[src/rtl/ucie_ctl_rx_pkg.sv]
`default_nettype none
// ============================================================================
//  Module      : ucie_ctl_rx_pkg
//  Description : Shared definitions for the UCIe control RX flit assembler.
//                State encodings, default geometry and the beat-counter
//                width helper.
//  Revision    : 1.0 - initial release
// ============================================================================
package ucie_ctl_rx_pkg;

    // Assembler state encoding
    localparam logic [1:0] c_ST_IDLE   = 2'd0;
    localparam logic [1:0] c_ST_ACTIVE = 2'd1;
    localparam logic [1:0] c_ST_ERROR  = 2'd2;

    // Default geometry
    localparam int c_DEF_DATA_W     = 32;
    localparam int c_DEF_FLIT_BEATS = 4;

    // Ceiling log2, valid for values up to 2^31
    function automatic int f_clog2(input int value);
        int r;
        r = 0;
        for (int i = 0; i < 31; i++) begin
            if ((1 << i) < value) r = i + 1;
        end
        return r;
    endfunction

    // The beat counter must also hold FLIT_BEATS, which marks a full assembly
    function automatic int f_beat_cnt_w(input int flit_beats);
        return f_clog2(flit_beats + 1);
    endfunction

endpackage
`default_nettype wire

[src/rtl/ucie_ctl_rx_flit_outreg.sv]
`default_nettype none
// ============================================================================
//  Module      : ucie_ctl_rx_flit_outreg
//  Description : Flit-wide valid/ready holding register. Loads a new flit
//                when asked, drains on a handshake and holds data stable
//                while the consumer stalls.
//  Ports       : i_clk, i_rst       - clock, synchronous active-high reset
//                i_load, i_load_data - load request and flit to load
//                i_ready             - consumer accepts the held flit
//                o_valid, o_data     - held flit and its qualifier
//  Revision    : 1.0 - initial release
// ============================================================================
module ucie_ctl_rx_flit_outreg #(
    parameter int FLIT_W = 128
) (
    input  logic              i_clk,
    input  logic              i_rst,
    input  logic              i_load,
    input  logic [FLIT_W-1:0] i_load_data,
    input  logic              i_ready,
    output logic              o_valid,
    output logic [FLIT_W-1:0] o_data
);

    logic              r_valid;
    logic [FLIT_W-1:0] r_data;

    // The parent only asserts i_load when the register is empty or draining,
    // so a load always wins over a drain in the same cycle.
    always_ff @(posedge i_clk) begin
        if (i_rst) begin
            r_valid <= 1'b0;
            r_data  <= '0;
        end else if (i_load) begin
            r_valid <= 1'b1;
            r_data  <= i_load_data;
        end else if (r_valid && i_ready) begin
            r_valid <= 1'b0;
        end
    end

    assign o_valid = r_valid;
    assign o_data  = r_data;

endmodule
`default_nettype wire

[src/rtl/ucie_ctl_rx_flit_assembler.sv]
`default_nettype none
// ============================================================================
//  Module      : ucie_ctl_rx_flit_assembler
//  Description : Packs FLIT_BEATS FDI beats into one flit (beat 0 in the
//                LSBs) and presents it on a valid/ready interface. The
//                assembly register and the output register form a double
//                buffer; beats arriving while both are occupied are dropped
//                and counted. Upstream overflow raises a sticky error.
//  Ports       : i_clk, i_rst           - clock, synchronous active-high reset
//                i_state_request        - 1 = link active, 0 = idle
//                i_fdi_data(_valid)     - beat stream from the RX top
//                i_overflow_detected    - RX top buffer overflow
//                o_flit_data/_valid     - assembled flit, i_flit_ready accepts
//                o_beat_drop            - one-cycle pulse per dropped beat
//                o_drop_count           - saturating dropped-beat count
//                o_error                - overflow error, held while in ERROR
//                o_busy                 - assembly pending or flit held
//  Revision    : 1.0 - initial release
// ============================================================================
module ucie_ctl_rx_flit_assembler
    import ucie_ctl_rx_pkg::*;
#(
    parameter int DATA_W     = c_DEF_DATA_W,
    parameter int FLIT_BEATS = c_DEF_FLIT_BEATS,
    parameter int CNT_W      = 8
) (
    input  logic                         i_clk,
    input  logic                         i_rst,
    input  logic                         i_state_request,
    input  logic [DATA_W-1:0]            i_fdi_data,
    input  logic                         i_fdi_data_valid,
    input  logic                         i_overflow_detected,
    output logic [DATA_W*FLIT_BEATS-1:0] o_flit_data,
    output logic                         o_flit_valid,
    input  logic                         i_flit_ready,
    output logic                         o_beat_drop,
    output logic [CNT_W-1:0]             o_drop_count,
    output logic                         o_error,
    output logic                         o_busy
);

    localparam int c_FLIT_W  = DATA_W * FLIT_BEATS;
    localparam int c_BCNT_W  = f_beat_cnt_w(FLIT_BEATS);
    localparam logic [c_BCNT_W-1:0] c_LAST_BEAT = c_BCNT_W'(FLIT_BEATS - 1);
    localparam logic [c_BCNT_W-1:0] c_FULL_CNT  = c_BCNT_W'(FLIT_BEATS);

    logic [1:0]          r_state;
    logic [1:0]          w_state_nxt;
    logic [c_BCNT_W-1:0] r_beat_cnt;
    logic                r_full;
    logic [c_FLIT_W-1:0] r_asm;
    logic [c_FLIT_W-1:0] w_asm_nxt;
    logic                r_beat_drop;
    logic [CNT_W-1:0]    r_drop_cnt;

    logic w_active;
    logic w_leave;
    logic w_beat;
    logic w_accept;
    logic w_drop;
    logic w_complete;
    logic w_out_free;
    logic w_load;

    // ------------------------------------------------------------------
    // State machine
    // ------------------------------------------------------------------
    always_ff @(posedge i_clk) begin
        if (i_rst) r_state <= c_ST_IDLE;
        else       r_state <= w_state_nxt;
    end

    always_comb begin
        w_state_nxt = r_state;
        case (r_state)
            c_ST_IDLE: begin
                if (i_state_request) w_state_nxt = c_ST_ACTIVE;
            end
            c_ST_ACTIVE: begin
                // Overflow takes priority over a simultaneous request drop;
                // the error then clears on the following cycle.
                if (i_overflow_detected)   w_state_nxt = c_ST_ERROR;
                else if (!i_state_request) w_state_nxt = c_ST_IDLE;
            end
            c_ST_ERROR: begin
                if (!i_state_request) w_state_nxt = c_ST_IDLE;
            end
            default: w_state_nxt = c_ST_IDLE;
        endcase
    end

    // ------------------------------------------------------------------
    // Beat qualification and double-buffer control
    // ------------------------------------------------------------------
    assign w_active   = (r_state == c_ST_ACTIVE);
    // Leaving ACTIVE throws away whatever is in the assembly register
    assign w_leave    = w_active && (i_overflow_detected || !i_state_request);
    // A beat coincident with overflow is neither stored nor counted
    assign w_beat     = w_active && i_fdi_data_valid && !i_overflow_detected;
    assign w_accept   = w_beat && !r_full;
    assign w_drop     = w_beat && r_full;
    assign w_complete = w_accept && (r_beat_cnt == c_LAST_BEAT);
    assign w_out_free = !o_flit_valid || i_flit_ready;
    assign w_load     = (w_complete || r_full) && w_out_free && !w_leave;

    // Next assembly contents include the beat arriving this cycle so that a
    // completing beat can be forwarded to the output register at once.
    generate
        for (genvar k = 0; k < FLIT_BEATS; k++) begin : g_lane
            assign w_asm_nxt[k*DATA_W +: DATA_W] =
                (w_accept && (r_beat_cnt == c_BCNT_W'(k))) ? i_fdi_data
                                                           : r_asm[k*DATA_W +: DATA_W];
        end
    endgenerate

    always_ff @(posedge i_clk) begin
        if (i_rst) begin
            r_asm      <= '0;
            r_beat_cnt <= '0;
            r_full     <= 1'b0;
        end else begin
            r_asm <= w_asm_nxt;
            if (w_leave) begin
                r_beat_cnt <= '0;
                r_full     <= 1'b0;
            end else if (w_load) begin
                r_beat_cnt <= '0;
                r_full     <= 1'b0;
            end else if (w_complete) begin
                r_beat_cnt <= c_FULL_CNT;
                r_full     <= 1'b1;
            end else if (w_accept) begin
                r_beat_cnt <= r_beat_cnt + 1'b1;
            end
        end
    end

    // ------------------------------------------------------------------
    // Drop reporting
    // ------------------------------------------------------------------
    always_ff @(posedge i_clk) begin
        if (i_rst) begin
            r_beat_drop <= 1'b0;
            r_drop_cnt  <= '0;
        end else begin
            r_beat_drop <= w_drop;
            if (w_drop && (r_drop_cnt != {CNT_W{1'b1}})) begin
                r_drop_cnt <= r_drop_cnt + 1'b1;
            end
        end
    end

    // ------------------------------------------------------------------
    // Output register
    // ------------------------------------------------------------------
    ucie_ctl_rx_flit_outreg #(
        .FLIT_W (c_FLIT_W)
    ) u_outreg (
        .i_clk       (i_clk),
        .i_rst       (i_rst),
        .i_load      (w_load),
        .i_load_data (w_asm_nxt),
        .i_ready     (i_flit_ready),
        .o_valid     (o_flit_valid),
        .o_data      (o_flit_data)
    );

    assign o_beat_drop  = r_beat_drop;
    assign o_drop_count = r_drop_cnt;
    assign o_error      = (r_state == c_ST_ERROR);
    assign o_busy       = (r_beat_cnt != '0) || r_full || o_flit_valid;

endmodule
`default_nettype wire

[config.mk]
export PLATFORM = sky130hd
export DESIGN_NAME = ucie_ctl_rx_flit_assembler
export DESIGN_NICKNAME = d
export VERILOG_FILES = /design/src/rtl/ucie_ctl_rx_pkg.sv /design/src/rtl/ucie_ctl_rx_flit_outreg.sv /design/src/rtl/ucie_ctl_rx_flit_assembler.sv
export SDC_FILE = /design/constraint.sdc
export NUM_CORES = 1
export LEC_CHECK = 0
export BUFFER_PORTS_ARGS = -buffer_cell sky130_fd_sc_hd__buf_2
export CELL_PAD_IN_SITES_DETAIL_PLACEMENT = 1
export CELL_PAD_IN_SITES_GLOBAL_PLACEMENT = 2
export CORE_ASPECT_RATIO = 1.4
export CORE_MARGIN = 3
export CORE_UTILIZATION = 36
export DETAILED_ROUTE_END_ITERATION = 8
export PLACE_DENSITY_LB_ADDON = 0.12
export SETUP_SLACK_MARGIN = 0.05
export SKIP_CTS_REPAIR_TIMING = 1
export SLEW_MARGIN = 10
export SYNTH_ARGS = -nofsm -noshare
export SYNTH_HDL_FRONTEND = slang
export SYNTH_SLANG_ARGS = --single-unit
[constraint.sdc]
create_clock -name i_clk -period 1.85 [get_ports i_clk]
set_input_delay 0.185 -clock i_clk [delete_from_list [all_inputs] [get_ports i_clk]]
set_output_delay 0.185 -clock i_clk [all_outputs]
set_load 0.01 [all_outputs]
==> flow_summary.ini <==
[yosys]
ys_ff_latch = 272
async_flop_share = 0
synth.avg_cell_area_um2 = 11.00
seq_area_frac_synth = 0.5201
syn_inst = 952
synth_warnings = 0
synth_cell_types = 42
syn_nets = 996
synthFlopType = dfxtp_1
synth_area_um2 = 10470
synth_edf_count = 0

[clock_tree]
cts-root-buf = clkbuf_16
htreeDepth = 1
path_clk_slew_ps = 60
clockBufferDepth = 3
numCtsBuffers = 29
cts_tree = built
clkSinkCount = 272
clock_latency_ps = 530

[power]
ir_drop_mv = 0.7353
power.share.clock = 0.472
powerDensity_nw_per_um2 = 901.2
switching_share = 0.2196
p_leak_nw = 5.826
p_int_w = 0.009312
p_switching_w = 0.002620
p_seq_frac = 0.493
p_comb_frac = 0.035

[global_routing]
gr-total-overflow = 0
grt_pass1_vias = 7921
track_usage = 0.1790
antenna_found_initial = 0
grt_pass1_wl_mm = 45.61
grt_max_degree = 69

[job]
maxCapViolCount = 0

[worst_setup_path]
cp.required_ps = 2240
start_kind = flop
path_class = flop to flop
arrival_ps = 2140
crit_path_max_fanout = 18
endpoint_kind = flop

[place]
place_congestion = 0.7396
dpl.hpwl_mm = 18.46
port_buffers = 177
dp.cells = 1460

[layout]
layout_commonest_cell = dfxtp_1
layout_common_cells = dfxtp_1, buf_2, nor2_1
nFillCells = 3127
final-seq-area_um2 = 5448
fin_nets = 1178
post_layout_nonfiller_instances = 1531
diodes = 0
multi_input_area_um2 = 4649
syn2layout_area_growth_pct = 26.47
final_layout_size_suffix_gt1_frac = 0.3763

[die]
core_um2 = 28500
pin_count = 178
dieArea_um2 = 31190
dieHeight_um = 207.8
initial_core_util = 0.3674
rows = 73
fp.dieW_um = 150.1

[drt]
viasPerCell = 5.061
drt_wl_total_mm = 29.04
vias = 7749
drcViolationCount = 0
drtIter0Drc = 223
ant_nets = 0
wl_per_cell_um = 18.96
dr.pass1.iters = 4

[status]
status = complete, but fails checks
violations = hold timing

[timing]
worst_pin_slew_ps = 553.7
fin_skew_ps = 18.69
finalCritPeriodShare = 0.9503
tns_ps = 0
finalSetupViolations = 0
maxSlewHeadroom = 0.6309
max_clock_freq_mhz = 568.8
rsz0062_at_grt = yes
finalHoldViolations = 1
fin_crit_ps = 1758
holdWs_ps = -16.00
maxSlewViolCount = 0

[hold_path]
min_path_type = input port to flop
-- registers in the layout (all words and copies together) (netlist names) --
register,cells
r_state,2
u_outreg.o_data,128
u_outreg.o_valid,1
r_full,1
r_asm,128
o_beat_drop,1
o_drop_count,8
r_beat_cnt,3
-- layer usage --
metal | up-vias | global-route usage | share of wire
met2 | 126 | 0.3158 | 0.50
met1 | 3831 | 0.2285 | 0.44
met5 | - | 0 | 0
met3 | 29 | 0.03363 | 0.043
met4 | 0 | 0.03284 | 0.014
li1 | 3763 | - | -
-- cell families after synthesis --
logic type | Yosys count | synth area share
AO/OA/AOI/OAI | 275 | 0.2141
multiplexers | 131 | 0.1256
flip-flops | 272 | 0.5201
XOR/XNOR | 2 | 0.001674
AND/OR/NAND/NOR | 172 | 0.07470
adder cells (fa/ha/maj) | 6 | 0.007171
buffers and inverters | 94 | 0.05665
-- worst paths after layout --
kind | startpoint | slack (ps) | depth (start not counted) | endpoint
max | r_state[1] | 90 | 6 | u_outreg.o_data[58]
min | i_fdi_data[23] | -20 | 3 | r_asm[119]
max reg2reg | r_state[1] | 90 | 6 | u_outreg.o_data[58]
min reg2reg | r_asm[119] | 490 | 2 | r_asm[119]
-- stage by stage --
step                        util  instance area [um^2]  hold slack (ps)  worst slack, ps  total power, W
after floorplan                -                 10470            323.6            193.9        0.006231
after global placement    0.4181                 11910            453.2            120.9        0.006425
after detailed placement  0.4181                 11910            453.6            52.52        0.006423
after CTS                 0.4506                 12840           -99.73            18.21         0.01211
after global routing      0.4646                 13240            2.983            20.04         0.01242
final                     0.4646                 13240           -16.00            91.86         0.01193
-- critical path, cell delays in order (launching register included) --
cell	delay, ps
dfxtp_2	340
and4bb_4	430
buf_4	170
nand3_4	100
buf_12	210
mux2i_2	250
a211oi_2	90
-- power by group through the flow --
stage          combinational, W  clock, W  sequential [W]
3_3_place_gp           0.000414         0         0.00601
2_1_floorplan          0.000221         0         0.00601
5_1_grt                0.000461   0.00608         0.00588
6_report               0.000423   0.00563         0.00588
3_5_place_dp           0.000411         0         0.00601
4_1_cts                0.000413   0.00582         0.00588
-- area by class of cell --
class | count | share of cell area
inverter | 6 | 0.001701
clock buffer | 47 | 0.06521
multi-input combinational | 586 | 0.3512
tap | 375 | 0.03544
sequential | 272 | 0.4115
clock inverter | 6 | 0.004820
timing repair buffer | 239 | 0.1302
-- synth_stat cells, types with 4 or more instances --
| cell | count | share of area |
|---|---|---|
| clkbuf_1 | 46 | 0.016 |
| buf_4 | 7 | 0.0050 |
| and3_1 | 5 | 0.0030 |
| buf_2 | 14 | 0.0067 |
| nand2_1 | 5 | 0.0018 |
| ha_1 | 6 | 0.0072 |
| nor2_1 | 140 | 0.050 |
| a211oi_1 | 29 | 0.021 |
| inv_1 | 6 | 0.0022 |
| mux2i_1 | 130 | 0.12 |
| a211oi_2 | 100 | 0.12 |
| nor2b_1 | 4 | 0.0024 |
| a21oi_1 | 134 | 0.064 |
| dfxtp_1 | 272 | 0.52 |
| buf_6 | 16 | 0.017 |
| nand3_1 | 5 | 0.0024 |
| buf_12 | 4 | 0.0076 |
No activity file was read; power rests on OpenSTA's default activity.
